File: config.mk
export PLATFORM = sky130hd
export DESIGN_NAME = prod_accum
export DESIGN_NICKNAME = d
export VERILOG_FILES = /design/src/rtl/prod_accum_pkg.sv /design/src/rtl/prod_accum_add.sv /design/src/rtl/prod_accum.sv
export SDC_FILE = /design/constraint.sdc
export NUM_CORES = 1
export LEC_CHECK = 0
export ABC_AREA = 1
export CORE_MARGIN = 4
export CORE_UTILIZATION = 35
export CTS_CLUSTER_SIZE = 10
export DETAILED_ROUTE_END_ITERATION = 10
export PLACE_DENSITY = 0.53
export SYNTH_ARGS = -nofsm -noshare
export SYNTH_HDL_FRONTEND = slang
export SYNTH_SLANG_ARGS = --single-unit
File: constraint.sdc
create_clock -name clk -period 4.2 [get_ports clk]
set_input_delay 0.84 -clock clk [delete_from_list [all_inputs] [get_ports clk]]
set_output_delay 0.84 -clock clk [all_outputs]
set_load 0.05 [all_outputs]
File: src/rtl/prod_accum_pkg.sv
// Shared types and helpers for the prod_accum frame accumulator.
// sat_clamp is used only when PROD_ACCUM_SAT_EN is defined.
package prod_accum_pkg;

  localparam int PROD_W = 16;

  typedef logic signed [PROD_W-1:0] prod_t;

  // Clamp a sign-extended sum into the signed range of a width-bit result.
  function automatic logic signed [63:0] sat_clamp(input logic signed [63:0] sum,
                                                   input int width);
    logic signed [63:0] hi;
    logic signed [63:0] lo;
    hi = (64'sd1 <<< (width - 1)) - 64'sd1;
    lo = -hi - 64'sd1;
    if (sum > hi) begin
      sat_clamp = hi;
    end else if (sum < lo) begin
      sat_clamp = lo;
    end else begin
      sat_clamp = sum;
    end
  endfunction

endpackage

File: src/rtl/prod_accum_add.sv
// Combinational accumulate adder: acc + sext(term), wrapping by default.
// With PROD_ACCUM_SAT_EN the sum is clamped to ACC_W bits and ovf flags the clamp.
module prod_accum_add
  import prod_accum_pkg::*;
#(
  parameter int ACC_W = 24
) (
  input  logic signed [ACC_W-1:0] acc,
  input  prod_t                   term,
  output logic signed [ACC_W-1:0] sum,
  output logic                    ovf
);

`ifdef PROD_ACCUM_SAT_EN
  logic signed [ACC_W:0] wide_s;
  logic signed [63:0]    wide64_s;
  logic signed [63:0]    clamped_s;

  // One guard bit is enough to detect overflow of a single add
  assign wide_s    = (ACC_W+1)'(acc) + (ACC_W+1)'(term);
  assign wide64_s  = 64'(wide_s);
  assign clamped_s = sat_clamp(wide64_s, ACC_W);
  assign sum       = ACC_W'(clamped_s);
  assign ovf       = (clamped_s != wide64_s);
`else
  assign sum = acc + ACC_W'(term);
  assign ovf = 1'b0;
`endif

endmodule

File: src/rtl/prod_accum.sv
// prod_accum: sums frames of N_TERMS signed products into a valid/ready result register.
// Define PROD_ACCUM_SAT_EN for saturating arithmetic with a per-frame out_ovf flag.
module prod_accum
  import prod_accum_pkg::*;
#(
  parameter int N_TERMS = 8,
  parameter int ACC_W   = 24
) (
  input  logic                    clk,
  input  logic                    rst_n,
  input  logic                    clr,
  input  logic                    in_valid,
  input  prod_t                   in_data,
  output logic                    in_ready,
  output logic                    out_valid,
  output logic signed [ACC_W-1:0] out_data,
  input  logic                    out_ready,
  output logic                    out_ovf
);

  localparam int              CNT_W    = (N_TERMS > 2) ? $clog2(N_TERMS) : 1;
  localparam logic [CNT_W-1:0] LAST_CNT = CNT_W'(N_TERMS - 1);
  localparam logic [CNT_W-1:0] CNT_ONE  = CNT_W'(1);

  logic [CNT_W-1:0]        cnt_r;
  logic signed [ACC_W-1:0] acc_r;
  logic                    sticky_r;
  logic                    last_s;
  logic                    accept_s;
  logic                    load_s;
  logic signed [ACC_W-1:0] sum_s;
  logic                    add_ovf_s;

  // Only the final term can stall, and only behind an unconsumed result
  assign last_s   = (cnt_r == LAST_CNT);
  assign in_ready = !(last_s && out_valid && !out_ready);
  assign accept_s = in_valid && in_ready;
  assign load_s   = accept_s && last_s && !clr;

  prod_accum_add #(
    .ACC_W (ACC_W)
  ) u_add (
    .acc  (acc_r),
    .term (in_data),
    .sum  (sum_s),
    .ovf  (add_ovf_s)
  );

  // Partial sum, term counter and per-frame clamp flag
  always_ff @(posedge clk or negedge rst_n) begin
    if (!rst_n) begin
      acc_r    <= '0;
      cnt_r    <= '0;
      sticky_r <= 1'b0;
    end else if (clr || (accept_s && last_s)) begin
      acc_r    <= '0;
      cnt_r    <= '0;
      sticky_r <= 1'b0;
    end else if (accept_s) begin
      acc_r    <= sum_s;
      cnt_r    <= cnt_r + CNT_ONE;
      sticky_r <= sticky_r | add_ovf_s;
    end else begin
      acc_r    <= acc_r;
      cnt_r    <= cnt_r;
      sticky_r <= sticky_r;
    end
  end

  // Result register: a load wins over a consume in the same cycle
  always_ff @(posedge clk or negedge rst_n) begin
    if (!rst_n) begin
      out_valid <= 1'b0;
      out_data  <= '0;
      out_ovf   <= 1'b0;
    end else if (load_s) begin
      out_valid <= 1'b1;
      out_data  <= sum_s;
      out_ovf   <= sticky_r | add_ovf_s;
    end else if (out_ready) begin
      out_valid <= 1'b0;
    end else begin
      out_valid <= out_valid;
    end
  end

endmodule

==> metrics <==
status=complete, no violations; WS Path Type=in2out; sequential share of the synthesized area=between 30 and 40%; I/O pin cnt=48; DIE HEIGHT=between 100 and 150 um; TritonCTS buffer count=5; worst skew pair latency=310 ps; cell taking the most area after synthesis=dfrtp_1; layout cells sized above 1=~7.5%; most frequent cells in the layout=nand2_1, inv_1, dfrtp_1, nand3_1, clkdlybuf4s50_1; CP Max Fanout=2; all-layer global routing usage=approximately 16%; final hold violation count=0; area occupied by registers=~1300 um^2; clock transition at the registers of the reported paths=90 ps; clk sinks=52; synthesized flop and latch total=52; Slew Viols, Final=0; setup TNS=0 ps; wirelength, routed=roughly 9000 um; Leak=around 2.5 nW; synth top area cells=dfrtp_1, nand2_1, ha_1; Max Buffers Root-to-Sink=2; Internal=0.849 mW; cell count after synthesis=551; Area Growth Syn to Fin=17.7%; DP HPWL=roughly 7300 um; Power Dens Cells=between 300 and 400 nW/um^2; fmax=0.324 GHz; maximum number of pins on one net before global-route repair=34; Layout Utilization=~43%; Netlist cell types=32; Setup violations, final=0; input/output buffers=46; vias in the first global route=approximately 3,400; leading cell type in the layout, fill and taps excluded=nand2_1; Power Total=approximately 1.4 mW; Starting Density=36.3%; min-delay worst type=reg2reg; Worst Setup Start Kind=input pin; Multi-input gate area=2070 um^2; number of diodes=0; post-layout min period=about 3000 ps; placer congestion estimate=between 0.9 and 1; Root Driver=clkbuf_8; setup repair bufs after CTS=0; Critical Path RT=3360 ps; DR vias/cell=between 4 and 5; post-CTS resize count=0; Tcrit/Tclk final=approximately 73%; Worst Tran Pin Value=just over 600 ps; Synth Net Count=about 600; max_slew headroom=59.5%; 1st-iter DRT viols=between 150 and 200; Chip Width=between 100 and 150 um; crit end category=output pin; crit path DAT=between 2000 and 2500 ps; CTS H-Tree Depth=2; post-DR wirelength/cell=around 12 um; Remaining DRCs=0; row cnt=37; Avg Cell Area, Syn=between 6 and 7 um^2; antenna violation net count after detailed routing=0; Yosys warning total=0; combinational power share=approximately two fifths; clock share of power=about 20%; Mapped Area=3780 um^2; RSZ-0062 raised after global routing=false; Yosys top cell area share=~34%; clk_skew=5.15 ps; hold-fix buffers at CTS=0; initial antenna violation count=0; maxcap violations=0; sequential share of power=40.3%; Switch Pwr=roughly 0.56 mW; Hold Slack=approximately 480 ps; Core ar.=10,400 um^2; VDD IR max=0.134 mV; total congestion overflow=0; first-pass GRT wire length=approximately 16,000 um; fill count=about 1,100; switching share of power=between 30% and 40%; CTS tree=built; Vias=3,359; Net count, final=between 600 and 700; DRT Pass-1 Iters=4; die area=between 10,000 and 15,000 um^2
## path summary, 6_finish.rpt
kind                       slack (ps)            to         start  depth (start not counted)
max                              1120      in_ready     out_ready                          4
min                               480  out_data[22]  out_data[22]                          2
max reg2reg                      2130  out_data[12]      acc_r[0]                         10
min reg2reg                       480  out_data[22]  out_data[22]                          2
max in group asynchronous        2870     acc_r[18]         rst_n                          2
min in group asynchronous         520      cnt_r[1]         rst_n                          1
## Yosys cell counts
cell,n
clkinv_1,1
nand3_2,1
nor3_4,2
buf_6,5
o21ai_2,6
nor2_4,4
fa_1,1
or2_2,2
nand4_1,5
dfrtp_1,52
nand2_2,9
buf_4,1
nand2_1,229
inv_1,81
nand2_4,1
xnor2_1,5
ha_1,25
nor2_1,22
inv_4,1
buf_2,2
inv_2,4
o21ai_1,5
nor3_1,2
nor2_2,2
nand3b_1,6
xor2_1,4
and2_1,1
nand3_1,47
conb_1,1
a22o_1,3
a21oi_1,13
o21ai_0,8
## worst max-delay path, cell delays in order
cell             delay [ps]
clkdlybuf4s50_1         470
nor2_1                   50
nand2_2                  80
clkdlybuf4s50_1         800
## through the flow
stage	cell area, um^2	setup WS, ps	std cells
detailed placement	4360	1110	729
global route	4450	1080	737
floorplan	3780	1940	551
CTS	4450	1110	737
global placement	4360	1100	729
finish	4450	1120	737
## power by group through the flow
stage	Combinational [mW]	Clock, mW	Sequential, mW
2_1_floorplan	0.375	0	0.603
3_3_place_gp	0.550	0	0.575
3_5_place_dp	0.551	0	0.577
4_1_cts	0.555	0.306	0.567
5_1_grt	0.629	0.324	0.572
6_report	0.551	0.289	0.567
## cells by family (layout without fill, tap and decap cells)
group	after synthesis	in the layout	share of synthesized area (%)
AND/OR/NAND/NOR	333	333	38.4
buffers and inverters	95	145	10.7
flip-flops	52	52	34.4
AO/OA/AOI/OAI	35	35	5.53
adder cells (fa/ha/maj)	26	26	8.81
XOR/XNOR	9	9	2.09
other	1	1	0.0992
## final cells by class
cell class | count | share of cell area [%]
timing repair buffer | 50 | 10.9
multi-input combinational | 404 | 46.6
clock buffer | 5 | 1.55
clock inverter | 3 | 0.422
tap | 136 | 3.83
sequential | 52 | 29.3
inverter | 87 | 7.40
## registers in the layout, indices dropped and copies added, names as in the netlist
signal and count:
cnt_r 3, out_valid 1, acc_r 24, out_data 24
## per-layer routing
layer | GRT usage, % | share of wire [%] | vias to the layer above
li1 | - | - | 1808
met1 | 21.9 | 51 | 1489
met2 | 24.9 | 44 | 51
met3 | 2.34 | 2.7 | 11
met4 | 4.62 | 1.7 | 0
met5 | 0 | 0 | -
Power figures use the tool's default switching activity.
